**config.mk**
```make
export PLATFORM = sky130hd
export DESIGN_NAME = fan_ctrl_mc
export DESIGN_NICKNAME = d
export VERILOG_FILES = /design/src/rtl/fan_ctrl_pkg.sv /design/src/rtl/fan_pwm_gen.sv /design/src/rtl/fan_ctrl_mc.sv
export SDC_FILE = /design/constraint.sdc
export NUM_CORES = 1
export LEC_CHECK = 0
export CAP_MARGIN = 20
export CORE_MARGIN = 1.5
export CORE_UTILIZATION = 40
export DETAILED_ROUTE_END_ITERATION = 8
export SLEW_MARGIN = 5
export SYNTH_ARGS = -nofsm -noshare
export SYNTH_HDL_FRONTEND = slang
export SYNTH_HIERARCHICAL = 1
export SYNTH_SLANG_ARGS = --single-unit
```
**constraint.sdc**
```tcl
create_clock -name clk_i -period 5.3 [get_ports clk_i]
set_input_delay 0.795 -clock clk_i [delete_from_list [all_inputs] [get_ports clk_i]]
set_output_delay 0.795 -clock clk_i [all_outputs]
set_load 0.1 [all_outputs]
```
**src/rtl/fan_ctrl_pkg.sv**
```systemverilog
// ---------------------------------------------------------------------------
// fan_ctrl_pkg : PI engine state encoding, width helpers and saturation
// Rev 1.0
// ---------------------------------------------------------------------------
`default_nettype none

package fan_ctrl_pkg;

  typedef enum logic [2:0] {
    ST_IDLE = 3'd0,
    ST_ERR  = 3'd1,
    ST_MUL  = 3'd2,
    ST_ACC  = 3'd3,
    ST_OUT  = 3'd4
  } state_t;

  // Width derivations shared by every user of the engine datapath.
  function automatic int e_w(input int adc_w);
    return adc_w + 1;
  endfunction

  function automatic int prod_w(input int coef_w, input int adc_w);
    return coef_w + adc_w + 1;
  endfunction

  function automatic int int_w(input int adc_w, input int frac_w);
    return adc_w + frac_w + 1;
  endfunction

  function automatic logic [31:0] sat_unsigned(input logic signed [31:0] v,
                                               input logic [31:0]        max_v);
    if (v < 0) return '0;
    if (v > $signed(max_v)) return max_v;
    return v;
  endfunction

endpackage

`default_nettype wire

```
**src/rtl/fan_pwm_gen.sv**
```systemverilog
// ---------------------------------------------------------------------------
// fan_pwm_gen : shared period counter with per-channel shadow/active duties
// Rev 1.0
// ---------------------------------------------------------------------------
`default_nettype none

module fan_pwm_gen #(
  parameter int N_CH  = 4,
  parameter int PWM_W = 5
) (
  input  logic                  clk,
  input  logic                  rst_n,
  input  logic                  clk_en,
  input  logic [PWM_W-1:0]      period,
  input  logic [N_CH-1:0]       ch_enable,
  input  logic [N_CH-1:0]       wr_sel,
  input  logic [PWM_W-1:0]      wr_duty,
  output logic [N_CH-1:0]       pwm,
  output logic [N_CH*PWM_W-1:0] duty
);

  logic [PWM_W-1:0] cnt;
  logic [PWM_W-1:0] shadow [N_CH];
  logic [PWM_W-1:0] active [N_CH];
  logic             wrap;

  // >= rather than == so a period shrunk below cnt wraps at once.
  assign wrap = clk_en && (cnt >= period);

  always_ff @(posedge clk or negedge rst_n) begin
    if (!rst_n) begin
      cnt <= '0;
    end else if (clk_en) begin
      cnt <= wrap ? '0 : cnt + PWM_W'(1);
    end
  end

  // active only ever changes at a wrap, so each period sees one duty.
  always_ff @(posedge clk or negedge rst_n) begin
    if (!rst_n) begin
      for (int c = 0; c < N_CH; c++) begin
        shadow[c] <= '0;
        active[c] <= '0;
      end
      pwm <= '0;
    end else begin
      for (int c = 0; c < N_CH; c++) begin
        if (!ch_enable[c]) begin
          shadow[c] <= '0;
          active[c] <= '0;
        end else begin
          if (wr_sel[c]) shadow[c] <= wr_duty;
          if (wrap)      active[c] <= shadow[c];
        end
        pwm[c] <= ch_enable[c] && (cnt < active[c]);
      end
    end
  end

  for (genvar c = 0; c < N_CH; c++) begin : g_duty
    assign duty[c*PWM_W +: PWM_W] = active[c];
  end

endmodule

`default_nettype wire

```
**src/rtl/fan_ctrl_mc.sv**
```systemverilog
// ---------------------------------------------------------------------------
// fan_ctrl_mc : time-multiplexed PI engine driving N_CH PWM fan outputs
// Rev 1.0
// ---------------------------------------------------------------------------
`default_nettype none

module fan_ctrl_mc
  import fan_ctrl_pkg::*;
#(
  parameter int N_CH   = 4,
  parameter int CH_W   = 2,
  parameter int ADC_W  = 4,
  parameter int FRAC_W = 6,
  parameter int COEF_W = 10,
  parameter int PWM_W  = 5
) (
  input  logic                  clk_i,
  input  logic                  rstn_i,
  input  logic                  clk_en_i,
  input  logic                  sample_valid_i,
  output logic                  sample_ready_o,
  input  logic [CH_W-1:0]       sample_ch_i,
  input  logic [ADC_W-1:0]      adc_value_i,
  input  logic [ADC_W-1:0]      set_value_i,
  input  logic [COEF_W-1:0]     kp_i,
  input  logic [COEF_W-1:0]     ki_i,
  input  logic [PWM_W-1:0]      pwm_period_i,
  input  logic [PWM_W-1:0]      pwm_min_i,
  input  logic [N_CH-1:0]       ch_enable_i,
  output logic [N_CH-1:0]       pwm_o,
  output logic [N_CH*PWM_W-1:0] duty_o,
  output logic                  busy_o
);

  localparam int E_W    = e_w(ADC_W);
  localparam int PROD_W = prod_w(COEF_W, ADC_W);
  localparam int INT_W  = int_w(ADC_W, FRAC_W);
  localparam int SUM_W  = PROD_W + 2;
  localparam logic [31:0]    IMAX     = ((32'd1 << ADC_W) - 32'd1) << FRAC_W;
  localparam logic [31:0]    UMAX     = (32'd1 << ADC_W) - 32'd1;
  localparam logic [PWM_W:0] DUTY_MAX = (PWM_W+1)'((1 << PWM_W) - 1);

  state_t                   state, state_nxt;
  logic [CH_W-1:0]          ch_q;
  logic [ADC_W-1:0]         adc_q, set_q;
  logic signed [COEF_W-1:0] kp_q, ki_q;
  logic signed [E_W-1:0]    err_q;
  logic signed [PROD_W-1:0] p_q, di_q;
  logic [INT_W-1:0]         integ_rd_q, integ_new_q;
  logic signed [SUM_W-1:0]  sum_q;
  logic [INT_W-1:0]         integ [N_CH];

  logic                     accept, ch_ok, wr_en;
  logic [INT_W-1:0]         integ_sat;
  logic [ADC_W-1:0]         u_val;
  logic [PWM_W:0]           duty_sum, period_p1, duty_lim;
  logic [PWM_W-1:0]         duty_new;
  logic [N_CH-1:0]          wr_sel;

  assign sample_ready_o = (state == ST_IDLE);
  assign busy_o         = !sample_ready_o;
  assign accept         = sample_ready_o && sample_valid_i;
  assign ch_ok          = (32'(ch_q) < N_CH);

  always_ff @(posedge clk_i or negedge rstn_i) begin
    if (!rstn_i) state <= ST_IDLE;
    else         state <= state_nxt;
  end

  always_comb begin
    state_nxt = state;
    case (state)
      ST_IDLE: if (sample_valid_i) state_nxt = ST_ERR;
      ST_ERR:  state_nxt = ST_MUL;
      ST_MUL:  state_nxt = ST_ACC;
      ST_ACC:  state_nxt = ST_OUT;
      ST_OUT:  state_nxt = ST_IDLE;
      default: state_nxt = ST_IDLE;
    endcase
  end

  // Anti-windup: the integrator never leaves [0, IMAX].
  assign integ_sat = INT_W'(sat_unsigned(32'($signed({1'b0, integ_rd_q})) + 32'(di_q), IMAX));

  // Arithmetic shift floors toward -inf before the output clamp.
  assign u_val     = ADC_W'(sat_unsigned(32'(sum_q >>> FRAC_W), UMAX));
  assign duty_sum  = {1'b0, pwm_min_i} + (PWM_W+1)'(u_val);
  assign period_p1 = {1'b0, pwm_period_i} + (PWM_W+1)'(1);
  assign duty_lim  = (duty_sum < period_p1) ? duty_sum : period_p1;
  assign duty_new  = (u_val == '0)          ? '0 :
                     (duty_lim > DUTY_MAX)  ? '1 : duty_lim[PWM_W-1:0];

  assign wr_en = (state == ST_OUT) && ch_ok && ch_enable_i[ch_q];

  always_comb begin
    wr_sel = '0;
    for (int c = 0; c < N_CH; c++) begin
      if (wr_en && (32'(ch_q) == c)) wr_sel[c] = 1'b1;
    end
  end

  always_ff @(posedge clk_i or negedge rstn_i) begin
    if (!rstn_i) begin
      ch_q        <= '0;
      adc_q       <= '0;
      set_q       <= '0;
      kp_q        <= '0;
      ki_q        <= '0;
      err_q       <= '0;
      p_q         <= '0;
      di_q        <= '0;
      integ_rd_q  <= '0;
      integ_new_q <= '0;
      sum_q       <= '0;
    end else begin
      case (state)
        ST_IDLE: if (accept) begin
          ch_q  <= sample_ch_i;
          adc_q <= adc_value_i;
          set_q <= set_value_i;
          kp_q  <= kp_i;
          ki_q  <= ki_i;
        end
        ST_ERR: begin
          err_q      <= $signed({1'b0, set_q}) - $signed({1'b0, adc_q});
          integ_rd_q <= ch_ok ? integ[ch_q] : '0;
        end
        ST_MUL: begin
          p_q  <= PROD_W'(kp_q) * PROD_W'(err_q);
          di_q <= PROD_W'(ki_q) * PROD_W'(err_q);
        end
        ST_ACC: begin
          integ_new_q <= integ_sat;
          sum_q       <= SUM_W'(p_q) + SUM_W'($signed({1'b0, integ_sat}));
        end
        default: ;
      endcase
    end
  end

  // A disabled channel restarts from an empty integrator when re-enabled.
  always_ff @(posedge clk_i or negedge rstn_i) begin
    if (!rstn_i) begin
      for (int c = 0; c < N_CH; c++) integ[c] <= '0;
    end else begin
      for (int c = 0; c < N_CH; c++) begin
        if (!ch_enable_i[c])  integ[c] <= '0;
        else if (wr_sel[c])   integ[c] <= integ_new_q;
      end
    end
  end

  fan_pwm_gen #(
    .N_CH  (N_CH),
    .PWM_W (PWM_W)
  ) u_pwm (
    .clk       (clk_i),
    .rst_n     (rstn_i),
    .clk_en    (clk_en_i),
    .period    (pwm_period_i),
    .ch_enable (ch_enable_i),
    .wr_sel    (wr_sel),
    .wr_duty   (duty_new),
    .pwm       (pwm_o),
    .duty      (duty_o)
  );

endmodule

`default_nettype wire

```
Word level (Yosys, flattened, before mapping)
Cells that the tools add are included.
{"block": "classes", "n_bitwise": 1, "mux": 53, "n_eq_ne": 16, "n_lt_le_gt_ge": 13, "reduce_logical": 16, "addsub": 6, "n_mul": 2}
{"operator": "11-bit 2-to-1 mux", "n": 14}
{"operator": "5-bit 2-to-1 mux", "n": 19}
{"operator": "10-bit by 5-bit multiplier with 15-bit output", "n": 2}
{"operator": "11-bit binary-select mux with 2-bit select", "n": 1}
{"operator": "5-bit < comparator", "n": 4}
{"operator": "12-bit by 15-bit adder with 16-bit output", "n": 1}
{"operator": "15-bit by 12-bit adder with 16-bit output", "n": 1}
{"operator": "16-bit by 11-bit > comparator with 1-bit output, second input constant", "n": 1}
{"operator": "16-bit by 1-bit < comparator with 1-bit output, second input constant", "n": 1}
{"operator": "4-bit 2-to-1 mux", "n": 4}
{"operator": "2-bit by 1-bit != test with 1-bit output, second input constant", "n": 8}
{"operator": "3-bit case mux with 4 select lines", "n": 1}
{"operator": "1-bit logical AND", "n": 11}
{"operator": "1-bit 2-to-1 mux", "n": 11}
{"operator": "10-bit by 5-bit > comparator with 1-bit output, second input constant", "n": 1}
{"operator": "10-bit by 1-bit < comparator with 1-bit output, second input constant", "n": 1}
{"operator": "5-bit by 1-bit adder with 6-bit output, second input constant", "n": 1}
{"operator": "5-bit by 4-bit adder with 6-bit output", "n": 1}
{"operator": "3-bit by 2-bit == test with 1-bit output, second input constant", "n": 2}
{"operator": "6-bit by 5-bit > comparator with 1-bit output, second input constant", "n": 1}
{"operator": "6-bit < comparator", "n": 1}
{"operator": "6-bit 2-to-1 mux", "n": 1}
{"operator": "5-bit by 1-bit adder with 5-bit output, second input constant", "n": 1}
{"operator": "5-bit greater-or-equal comparator", "n": 1}
{"operator": "other kinds (16)", "n": 17}
{"block": "word_totals", "out_inout_bits": 26, "wordCells": 133, "register_bits": 199, "input_bits": 48}

Logic depth before layout (Yosys ltp)
Gate-level depths: netlist (run 1).
{"block": "logic_depth", "ltp_word": 13, "depth_mapped": 20, "ltp_nobuf": 20}

By module
The synthesis (run 1) kept the hierarchy.
{"module": "fan_ctrl_mc", "instances": 1, "seq_area_each_um2": 3603.5, "cells_per_inst": 1134, "area_per_inst_um2": 10841.6}
{"module": "fan_pwm_gen", "instances": 1, "seq_area_each_um2": 1226.2, "cells_per_inst": 253, "area_per_inst_um2": 2637.5}

Worst setup path before layout (run 1)
Ideal clock, no wire load.
{"block": "synth_timing", "kind": "register -> output", "startpoint": "register state[1]", "endpoint": "output port busy_o", "t_required_ns": 4.505, "setup_slack_ns": 0.633, "path_stages_with_launch": 4, "arrival_ns": 3.872, "cell_sequence": "dfrtp_1 > clkbuf_1 > nor3_1 > inv_1"}
{"block": "synth_between", "elab_chain_cells": 2}
{"element": "from (decl)", "line": "fan_ctrl_mc.sv:43", "source": "state_t state, state_nxt;"}
{"element": "from (signal assigned)", "line": "fan_ctrl_mc.sv:67", "source": "else state <= state_nxt;"}
{"element": "3-bit logical NOT", "line": "fan_ctrl_mc.sv:60", "source": "assign sample_ready_o = (state == ST_IDLE);"}
{"element": "named net sample_ready_o", "line": "fan_ctrl_mc.sv:21", "source": "output logic sample_ready_o,"}
{"element": "1-bit logical NOT", "line": "fan_ctrl_mc.sv:61", "source": "assign busy_o = !sample_ready_o;"}
{"element": "to (decl)", "line": "fan_ctrl_mc.sv:32", "source": "output logic busy_o"}
The timed path passes the listed nets, and every way through them passes these cells.

Worst setup path in the final report (run 1)
{"block": "layout_timing", "startpoint": "register di_q[0]", "endpoint": "register sum_q[11]"}
{"block": "layout_between", "elab_chain_cells": 7, "elab_cells_between_ends": 10, "cone_classes": "2 x add/sub; 2 x order compare; 6 x mux"}
{"element": "from (decl)", "line": "fan_ctrl_mc.sv:48", "source": "logic signed [PROD_W-1:0] p_q, di_q;"}
{"element": "from (signal assigned)", "line": "fan_ctrl_mc.sv:130", "source": "di_q <= PROD_W'(ki_q) * PROD_W'(err_q);"}
{"element": "12-bit by 15-bit adder with 16-bit output *", "line": "fan_ctrl_mc.sv:83", "source": "assign integ_sat = INT_W'(sat_unsigned(32'($signed({1'b0, integ_rd_q})) + 32'(di_q), IMAX));"}
{"element": "16-bit by 11-bit > comparator with 1-bit output", "line": "fan_ctrl_pkg.sv:33", "source": "if (v > $signed(max_v)) return max_v;"}
{"element": "1-bit 2-to-1 mux (2 in a row)", "line": "fan_ctrl_pkg.sv:33"}
{"element": "11-bit 2-to-1 mux", "line": "fan_ctrl_pkg.sv:34", "source": "return v;"}
{"element": "11-bit 2-to-1 mux *", "line": "fan_ctrl_pkg.sv:33"}
{"element": "named net integ_sat[3]", "line": "fan_ctrl_mc.sv:54", "source": "logic [INT_W-1:0] integ_sat;"}
{"element": "15-bit by 12-bit adder with 16-bit output *", "line": "fan_ctrl_mc.sv:134", "source": "sum_q <= SUM_W'(p_q) + SUM_W'($signed({1'b0, integ_sat}));"}
{"element": "to (signal assigned)", "line": "fan_ctrl_mc.sv:134"}
{"element": "to (decl)", "line": "fan_ctrl_mc.sv:50", "source": "logic signed [SUM_W-1:0] sum_q;"}
Mark *: on every way through the listed nets, which the timed path passes. The rest lies on a longest branch. The select of a mux whose other input is x is not followed.
A chain may end at the register's enable or synchronous reset.

==> summary.txt, run 1 <==
Floorplan
  – Height of the die: 187 µm
  – Initial Util: 40.4%
  – # rows: 67
  – IO Pins: 74
  – Core Area: 0.0334 mm²
  – Die ar.: 0.0348 mm²
  – Die W: 187 µm

STA
  – Final setup vio count: 0
  – Highest clock rate: 210 MHz
  – Worst Tran Pin Value: 1.06 ns
  – Min Tclk post-route: 4.76 ns
  – Part of the cycle the worst path needs: 89.8%
  – Clk_skew: 0.0113 ns
  – Min Hold Slack: 0.473 ns
  – Setup tns final: 0 ns
  – RSZ-0062 raised after global routing: false
  – Slew Viols, Final: 0
  – Fin. Hold Viols: 0
  – Max-slew headroom: 29.2%

Final layout
  – Area of the multi-input gates: 0.00801 mm²
  – Fill cell count: 3266
  – Layout area overhead: 13.2%
  – Cell Count, Final, Fillers Out: 1903
  – Share of layout cells above drive strength 1: 8.87%
  – Fin area: 0.0153 mm²
  – Reg area: 0.00483 mm²
  – Nets: 1664
  – Diodes inserted: 0

Critical path
  – Worst path buffer plus inverter count: 0
  – CP max FO: 8
  – Critical Path Max Stage Delay: 0.42 ns
  – Crit path capture type: flop
  – Worst Path Required: 5.62 ns
  – Crit Path Class: reg2reg
  – CP arrival: 5.08 ns
  – Reg2reg path depth: 20
  – Reg2reg setup slack: 0.54 ns
  – Startpoint types: flop
  – CP most frequent cell: a21o_1
  – Worst R2R End: sum_q[11]$_DFFE_PN0P_
  – Start of the worst register-to-register path: di_q[0]$_DFFE_PN0P_
  – CP delay by family, top: compound AO/OA/AOI/OAI gates
  – CP max stage cell: nor4_4
  – CP Cell Sequence: ha_1, fa_1, a21o_1, a221oi_2, nor2_2, a221oi_2, o311ai_2, nor4_4, and2_2, ha_1, a21oi_1, nor2b_1, o21ai_0, nand2_1, a21o_1, a21o_1, a221o_1, a31oi_1, xor2_1, o21ai_1

Synthesis
  – Sequential share of the synthesized area: 35.8%
  – Share of the synthesized area in the top cell type: 35.8%
  – Primary FF master, synth: dfrtp_1
  – FF+latch count, synth: 193
  – Number of synthesized flops with an enable pin: 0
  – Syn Nets: 1609
  – Mapped Cells: 1387
  – Async S/R FF share, synth: 100%
  – Post-synth cell types: 65
  – YS warnings: 6
  – Synth Cell Area: 0.0135 mm²
  – Syn Area/Cell: 9.72 µm²
  – Synth area leaders: dfrtp_1 (36%), fa_1 (10%), ha_1 (9.9%)
  – Yosys top cell by area: dfrtp_1

Global routing
  – Largest net degree at the start of global routing: 114
  – Initial antenna violation count: 0
  – Vias in the first global route: 9432
  – First-pass GRT wire length: 47.7 mm
  – Congestion Overflow GR: 0
  – Overall Global Routing Usage: 16.8%

Clock network
  – Root Driver: clkbuf_16
  – Clock insertion delay at the later pin of the skew report: 0.44 ns
  – CTS buffer count: 17
  – CTS tree: yes
  – Cts hold-fix bufs: 0
  – Clk sinks: 193
  – # resized after CTS: 0
  – Clock transition at path regs: 0.07 ns
  – Post-CTS setup buffer count: 0
  – H-tree levels: 4
  – Maximum root-to-sink buffer count: 2

Routing
  – WL final: 28.3 mm
  – DRT iter0 DRCs: 417
  – Detailed-route via count: 9459
  – First drt pass iteration count: 5
  – WL per Instance: 14.9 µm
  – Remaining antenna violation count after routing: 0
  – Routed vias/inst: 4.97
  – DRC errors left: 0

Power
  – Peak VDD IR: 0.519 mV
  – Leakage: 7.06 nW
  – Cell area power density: 701 mW/mm²
  – Overall Power: 10.7 mW

Placement
  – GPL Wtd Cong: 0.822
  – Buffers on Ports: 73
  – Placed Area: 0.0147 mm²
  – Inst Count DP: 1871
  – Post-DP HPWL: 21.2 mm

Run status
  – Outcome: complete, no violations

Run
  – Max-cap violations: 0

Worst hold path
  – Hold Crit Class: in2async
==> registers in the layout, indices dropped and copies added (netlist names), 4 cells and up <==
| signal | flops |
|---|---|
| set_q | 4 |
| integ_rd_q | 11 |
| kp_q | 10 |
| u_pwm/shadow | 20 |
| integ_new_q | 11 |
| u_pwm/pwm | 4 |
| u_pwm/duty | 20 |
| sum_q | 10 |
| u_pwm/cnt | 5 |
| di_q | 15 |
| ki_q | 10 |
| err_q | 5 |
| integ | 44 |
| adc_q | 4 |
| p_q | 15 |
==> synth_stat cells (all sizes together), types with 2 or more instances <==
master / count
o41ai: 3
dfrtp: 193
fa: 67
nor3b: 3
a21oi: 46
clkbuf: 45
o21a: 2
nor4b: 5
a31oi: 8
buf: 11
and3: 11
nor4: 3
o31ai: 3
mux2i: 43
a21o: 32
mux4: 11
and2: 54
nor3: 6
or3: 5
xnor2: 37
nand4: 3
o2111ai: 2
nand3b: 7
mux2: 40
nand2b: 32
nor2: 33
inv: 113
nand2: 267
xor2: 18
a221oi: 3
o21bai: 9
a211o: 2
o211ai: 4
o21ai: 92
ha: 107
nand3: 26
nor2b: 27
==> per-stage QoR <==
step / utilization [%] / worst slack, ns
4_1_cts: 45.7 / 0.540
3_3_place_gp: 44.1 / 0.550
2_1_floorplan: - / 0.633
5_1_grt: 45.7 / 0.179
3_5_place_dp: 44.1 / 0.551
6_report: 45.7 / 0.542
==> cell type report <==
class / count / area share, %
inverter: 113 / 2.78
tap: 448 / 3.67
sequential: 193 / 31.6
clock buffer: 19 / 2.90
multi-input combinational: 1025 / 52.5
clock inverter: 13 / 0.787
timing repair buffer: 92 / 5.75
==> per-layer routing <==
layer | share of wire, % | routed length (µm) | track usage [%] | vias to the layer above
met5 | 0 | 0 | 0 | -
met4 | 1.1 | 303 | 3.91 | 0
met3 | 3.1 | 879 | 2.76 | 23
met2 | 48 | 13600 | 28.8 | 145
met1 | 48 | 13600 | 22.4 | 4572
li1 | - | - | - | 4719
==> layout by cell type, fill, tap and decap left out, types with 9 or more instances in the layout <==
cell type and n:
and2_1 49, inv_1 113, mux2i_1 43, a21o_1 31, nand2b_1 32, mux4_2 11
nand3_1 26, dfrtp_1 193, xnor2_1 37, a21oi_1 44, clkdlybuf4s50_1 72, mux2_2 40
o21bai_1 9, nor2b_1 27, fa_1 67, nor2_1 32, o21ai_0 85, ha_1 107
xor2_1 17, and3_1 11, nand2_1 267, buf_4 19, clkbuf_16 17
==> power by group <==
part | switching [mW] | total (mW) | internal [mW]
sequential | 0.491 | 2.35 | 1.86
clock | 0.613 | 1.24 | 0.632
combinational | 3.85 | 7.10 | 3.25
==> logic make-up after synthesis <==
logic type	after synthesis	share of synthesized area, %
other cells	1	0.0278
flops	193	35.8
simple gates	486	17.2
mux	94	8.37
compound gates	215	10.2
buf+inv	169	4.85
xor+xnor	55	3.63
fa+ha+maj	174	19.9
==> how the worst max path moves through the flow <==
stage,from,end,slack [ns],cells after the start
5_1_grt,di_q[0]$_DFFE_PN0P_,sum_q[10]$_DFFE_PN0P_,0.18,20
3_5_place_dp,di_q[0]$_DFFE_PN0P_,sum_q[11]$_DFFE_PN0P_,0.55,20
4_1_cts,di_q[0]$_DFFE_PN0P_,sum_q[11]$_DFFE_PN0P_,0.54,20
3_3_place_gp,di_q[0]$_DFFE_PN0P_,sum_q[11]$_DFFE_PN0P_,0.55,20
6_report,di_q[0]$_DFFE_PN0P_,sum_q[11]$_DFFE_PN0P_,0.54,20
2_1_floorplan,state[1]$_DFFE_PN0P_,busy_o,0.63,3
(Power assumes the default switching activity.)
==> run 2, diff against run 1 <==
- CORE_MARGIN: 1.5 -> not set
==> run 2 against run 1 <==
Compared with the run above: combinational power barely moved; largest power group unchanged; via count down 0.30%; critical path depth unchanged; highest routed layer unchanged.
==> summary.txt, run 2 (same netlist as run 1, synthesis figures left out) <==
Clock network
  – Clk sinks: 193 (unchanged)
  – Maximum root-to-sink buffer count: 2 (unchanged)
  – CTS buffer count: 17 (unchanged)
  – Post-CTS setup buffer count: 0 (unchanged)
  – Clock insertion delay at the later pin of the skew report: 0.44 ns (about the same)
  – # resized after CTS: 0 (unchanged)
  – Clock transition at path regs: 0.08 ns (about the same)
  – Root Driver: clkbuf_16
  – H-tree levels: 4 (unchanged)
  – CTS tree: yes
  – Cts hold-fix bufs: 0 (unchanged)

Placement
  – Post-DP HPWL: 21.5 mm (+1.2%)
  – GPL Wtd Cong: 0.845 (+2.8%)
  – Buffers on Ports: 73 (unchanged)
  – Inst Count DP: 1863 (-0.43%)

STA
  – Slew Viols, Final: 0 (unchanged)
  – Clk_skew: 0.0191 ns (+0.00781 ns)
  – Setup tns final: 0 ns (unchanged)
  – RSZ-0062 raised after global routing: false
  – Min Tclk post-route: 4.84 ns (+0.0800 ns)
  – Max-slew headroom: 29.2% (+0.071 points)
  – Part of the cycle the worst path needs: 91.3% (+1.5 points)
  – Fin. Hold Viols: 0 (unchanged)
  – Highest clock rate: 207 MHz (-1.7%)
  – Final setup vio count: 0 (unchanged)
  – Worst Tran Pin Value: 1.06 ns (-0.00106 ns)

Critical path
  – Crit path capture type: flop
  – Startpoint types: flop
  – Crit Path Class: reg2reg
  – CP max FO: 8 (unchanged)
  – CP arrival: 5.17 ns (+0.09 ns)
  – Worst Path Required: 5.63 ns (about the same)

Routing
  – First drt pass iteration count: 5 (unchanged)
  – Detailed-route via count: 9431 (-0.30%)
  – Routed vias/inst: 4.98 (+0.12%)
  – WL final: 28.6 mm (+0.87%)
  – Remaining antenna violation count after routing: 0 (unchanged)
  – DRT iter0 DRCs: 505 (+21%)
  – DRC errors left: 0 (unchanged)
  – WL per Instance: 15.1 µm (+1.3%)

Global routing
  – Congestion Overflow GR: 0 (unchanged)
  – Vias in the first global route: 9674 (+2.6%)
  – Overall Global Routing Usage: 17.9% (+1.1 points)
  – First-pass GRT wire length: 48.9 mm (+2.6%)
  – Largest net degree at the start of global routing: 102 (-11%)
  – Initial antenna violation count: 0 (unchanged)

Final layout
  – Most common cell after layout, fill and taps aside: nand2_1
  – Nets: 1662 (-0.12%)
  – Most frequent cells in the layout: nand2_1 (267), dfrtp_1 (193), inv_1 (113)
  – Cell Count, Final, Fillers Out: 1895 (-0.42%)
  – Fill cell count: 3155 (-3.4%)
  – Max FFs per register: 44 (unchanged)
  – Diodes inserted: 0 (unchanged)
  – Share of layout cells above drive strength 1: 8.81% (-0.057 points)
  – Most flops, register: integ
  – Layout area overhead: 13.4%

Power
  – Peak VDD IR: 0.504 mV (-2.8%)
  – Cell area power density: 707 mW/mm² (+0.81%)
  – Leakage: 7.07 nW (+0.12%)
  – Overall Power: 10.8 mW (+0.96%)

Floorplan
  – Die W: 186 µm (-0.54%)
  – Die ar.: 0.0344 mm² (-1.1%)
  – IO Pins: 74 (unchanged)
  – Core Area: 0.0329 mm² (-1.5%)
  – # rows: 66 (-1.5%)
  – Initial Util: 41.0% (+0.61 points)
  – Height of the die: 186 µm (-0.54%)

Run
  – Max-cap violations: 0 (unchanged)

Worst hold path
  – Hold Crit Class: in2async

Run status
  – Outcome: complete, no violations
run 2: final cells by class:
class,count,area (µm²),area share (%)
multi-input cells,1025,8010,52.4
flip-flops and latches,193,4830,31.6
repair buffers,90,862,5.64
well taps,442,553,3.62
clock buffers,18,439,2.87
inverters,113,424,2.78
clock inverters,14,169,1.11
run 2: power breakdown:
| group | internal [mW] | switching (mW) | leakage [nW] | total (mW) |
|---|---|---|---|---|
| clock network | 0.687 | 0.634 | 0.295 | 1.32 |
| registers | 1.86 | 0.518 | 2.54 | 2.38 |
| logic | 3.25 | 3.85 | 4.23 | 7.10 |
| total | 5.80 | 5.00 | 7.07 | 10.8 |
run 2: final timing paths:
check,end,cells after the start,slack (ns),start
max in group asynchronous,err_q[3]$_DFFE_PN0P_,2,3.71,rstn_i
setup reg to reg,sum_q[11]$_DFFE_PN0P_,20,0.46,di_q[0]$_DFFE_PN0P_
setup / recovery,sum_q[11]$_DFFE_PN0P_,20,0.46,di_q[0]$_DFFE_PN0P_
hold / removal,u_pwm/cnt[1]$_DFFE_PN0P_,1,0.42,rstn_i
min in group clk_i,p_q[0]$_DFFE_PN0P_,2,0.48,p_q[0]$_DFFE_PN0P_
hold reg to reg,p_q[0]$_DFFE_PN0P_,2,0.48,p_q[0]$_DFFE_PN0P_
run 2: worst max-delay path, cell delays in order (launching register included):
cell and delay (ns):
dfrtp_1 0.39, ha_1 0.23, fa_1 0.41, a21o_1 0.21, a221oi_2 0.32, nor2_2 0.09
a221oi_2 0.30, o311ai_2 0.15, nor4_4 0.42, and2_2 0.23, ha_1 0.26, a21oi_1 0.18
nor2b_1 0.07, o21ai_0 0.15, nand2_1 0.11, a21o_1 0.19, a21o_1 0.17, a221o_1 0.40
a31oi_1 0.21, xor2_1 0.16, o21ai_1 0.07
run 2: metrics by stage:
stage | hold WS [ns] | area (µm²) | worst slack [ns] | utilization [%]
2_1_floorplan | 0.443 | 13500 | 0.633 | -
3_3_place_gp | 0.460 | 14700 | 0.599 | 44.7
3_5_place_dp | 0.468 | 14700 | 0.482 | 44.7
4_1_cts | 0.468 | 15300 | 0.474 | 46.5
5_1_grt | 0.488 | 15300 | 0.0864 | 46.5
6_report | 0.416 | 15300 | 0.462 | 46.5
run 2: layer usage:
layer / up-vias / GRT usage, % / part of all wire (%)
met3: 26 / 2.66 / 3.4
met5: - / 0 / 0
met4: 0 / 4.39 / 1.3
li1: 4718 / - / -
met2: 151 / 30.8 / 48
met1: 4536 / 23.7 / 47
==> run 3, diff against run 2 <==
- ABC_AREA: not set -> 1
- GPL_ROUTABILITY_DRIVEN: not set -> 0
==> run 3 against run 2 <==
Compared with the run above: design area increased by 0.30%; via count rose by 12%; hold slack worse by 0.23 ns; global-route usage rose by 0.29 points; largest cell class unchanged.
==> summary.txt, run 3 <==
Run status
  – Outcome: complete, no violations

Final layout
  – Max FFs per register: 44 (unchanged)
  – Most flops, register: integ
  – Share of layout cells above drive strength 1: 7.51% (-1.3 points)
  – Diodes inserted: 0 (unchanged)
  – Most frequent cells in the layout: nand2_1 (351), inv_1 (270), dfrtp_1 (193)
  – Layout area overhead: 12.8%
  – Nets: 1900 (+14%)
  – Most common cell after layout, fill and taps aside: nand2_1

Critical path
  – Crit Path Class: reg2reg
  – CP arrival: 4.85 ns (-0.32 ns)
  – Crit path capture type: flop
  – Worst Path Required: 5.62 ns (about the same)
  – CP max FO: 22 (+14)
  – Reg2reg setup slack: 0.76 ns (+0.30 ns)
  – Startpoint types: flop

Floorplan
  – Height of the die: 186 µm (+0.41%)
  – Initial Util: 40.6% (-0.38 points)
  – IO Pins: 74 (unchanged)
  – Die W: 186 µm (+0.41%)
  – Core Area: 0.0334 mm² (+1.8%)
  – Die ar.: 0.0347 mm² (+0.83%)
  – # rows: 67 (+1.5%)

Clock network
  – H-tree levels: 4 (unchanged)
  – Clock transition at path regs: 0.08 ns (about the same)
  – CTS tree: yes
  – Maximum root-to-sink buffer count: 2 (unchanged)
  – CTS buffer count: 17 (unchanged)
  – Cts hold-fix bufs: 0 (unchanged)
  – Clock insertion delay at the later pin of the skew report: 0.45 ns (about the same)
  – Post-CTS setup buffer count: 0 (unchanged)
  – Root Driver: clkbuf_16
  – # resized after CTS: 0 (unchanged)
  – Clk sinks: 193 (unchanged)

STA
  – Highest clock rate: 220 MHz (+6.6%)
  – Fin. Hold Viols: 0 (unchanged)
  – Max-slew headroom: 34.4% (+5.2 points)
  – Min Tclk post-route: 4.54 ns (-0.301 ns)
  – RSZ-0062 raised after global routing: false
  – Worst Tran Pin Value: 0.981 ns (-0.0809 ns)
  – Setup tns final: 0 ns (unchanged)
  – Part of the cycle the worst path needs: 85.6% (-5.7 points)
  – Slew Viols, Final: 0 (unchanged)
  – Clk_skew: 0.0162 ns (-0.00289 ns)
  – Final setup vio count: 0 (unchanged)

Routing
  – DRT iter0 DRCs: 574 (+14%)
  – First drt pass iteration count: 5 (unchanged)
  – Routed vias/inst: 4.94 (-0.77%)
  – Remaining antenna violation count after routing: 0 (unchanged)
  – Detailed-route via count: 10600 (+12%)
  – WL per Instance: 14.2 µm (-5.9%)
  – WL final: 30.4 mm (+6.2%)
  – DRC errors left: 0 (unchanged)

Synthesis
  – Share of the synthesized area in the top cell type: 35.5% (-0.30 points)
  – YS warnings: 6 (unchanged)
  – Top-count cell post-synth: nand2_1
  – Sequential share of the synthesized area: 35.5% (-0.30 points)
  – Simple-Gate Fraction of Synth Area: 20.4% (+3.1 points)
  – Post-Synth Adder-Cell Area: 19.7% (-0.16 points)
  – Primary FF master, synth: dfrtp_1
  – Yosys top cell by area: dfrtp_1
  – Main combinational cell family by area after synthesis: simple AND/OR/NAND/NOR gates
  – Most instantiated cells after synthesis: nand2_1 (351), inv_1 (270), dfrtp_1 (193)
  – Number of synthesized flops with an enable pin: 0 (unchanged)
  – Syn Area/Cell: 8.36 µm² (-14%)
  – Syn Nets: 1848 (+15%)
  – Synth area leaders: dfrtp_1 (36%), fa_1 (9.9%), ha_1 (9.8%)
  – Async S/R FF share, synth: 100% (unchanged)
  – Mapped Cells: 1626 (+17%)
  – Synth Area in Compound Gates: 10.5% (+0.29 points)
  – Post-synthesis mux area share: 1.99% (-6.4 points)
  – XOR/XNOR Fraction of Synth Area: 2.45% (-1.2 points)
  – FF+latch count, synth: 193 (unchanged)
  – Synth Cell Area: 0.0136 mm² (+0.84%)
  – Post-synth cell types: 46 (-29%)

Placement
  – Buffers on Ports: 73 (unchanged)
  – Post-DP HPWL: 23.1 mm (+7.6%)

Global routing
  – Initial antenna violation count: 0 (unchanged)
  – First-pass GRT wire length: 51.9 mm (+6.1%)
  – Largest net degree at the start of global routing: 180 (+76%)
  – Vias in the first global route: 10400 (+7.8%)
  – Overall Global Routing Usage: 18.2% (+0.29 points)
  – Congestion Overflow GR: 0 (unchanged)

Worst hold path
  – Hold Crit Class: in2async

Run
  – Max-cap violations: 0 (unchanged)
[run 3: worst paths after layout]
path	from	endpoint	depth (start not counted)
max	err_q[4]$_DFFE_PN0P_	di_q[14]$_DFFE_PN0P_	20
min	rstn_i	u_pwm/pwm[2]$_DFF_PN0_	1
max reg2reg	err_q[4]$_DFFE_PN0P_	di_q[14]$_DFFE_PN0P_	20
min reg2reg	sum_q[9]$_DFFE_PN0P_	sum_q[9]$_DFFE_PN0P_	2
max in group asynchronous	rstn_i	ki_q[8]$_DFFE_PN0P_	2
min in group clk_i	sum_q[9]$_DFFE_PN0P_	sum_q[9]$_DFFE_PN0P_	2
[run 3: cell type report]
type,instances,area [µm²]
fill,3271,18100
tap,448,561
sequential,193,4830
timing repair buffer,87,860
clock inverter,13,141
multi-input combinational,1107,7470
inverter,272,1020
clock buffer,19,443
[run 3: logic make-up after synthesis]
group / Yosys count
mux: 24
compound gates: 258
flops: 193
simple gates: 612
other cells: 1
buf+inv: 326
fa+ha+maj: 174
xor+xnor: 38
[run 3: metal layers]
layer | share of wire, % | wire (µm) | GRT usage, %
met5 | 0 | 0 | 0
met4 | 1.8 | 540 | 5.15
met3 | 3.4 | 1030 | 2.82
met2 | 47 | 14200 | 30.2
met1 | 48 | 14600 | 24.7
[run 3: worst max-delay path, cell delays in order, from the launching register on]
cell      delay [ns]
dfrtp_1         0.38
inv_1           0.26
or2_2           0.39
fa_1            0.54
inv_1           0.06
fa_1            0.50
fa_1            0.49
ha_1            0.37
nand3_1         0.09
nand2_1         0.09
nand2_1         0.07
nand2_1         0.06
a21oi_1         0.08
o21ai_0         0.29
a21oi_1         0.11
o21bai_1        0.21
nand2_1         0.07
a21oi_1         0.17
o21bai_1        0.08
nand3_1         0.06
o21ai_0         0.07
[run 3: per-stage QoR]
stage / setup slack, ns / cells / hold WS, ns / instance area [µm²] / utilization (%)
3_5_place_dp: 0.727 / 2106 / 0.466 / 14700 / 44.0
3_3_place_gp: 0.820 / 2106 / 0.468 / 14700 / 44.0
2_1_floorplan: 1.09 / 1626 / 0.448 / 13600 / -
4_1_cts: 0.714 / 2138 / 0.172 / 15300 / 45.8
5_1_grt: 0.297 / 2139 / 0.178 / 15300 / 45.8
6_report: 0.763 / 2139 / 0.186 / 15300 / 45.8
Power of run 3 is left out: the tool's default activity adds up to more than one toggle a clock period on the data nets, which glitch-free logic cannot reach.
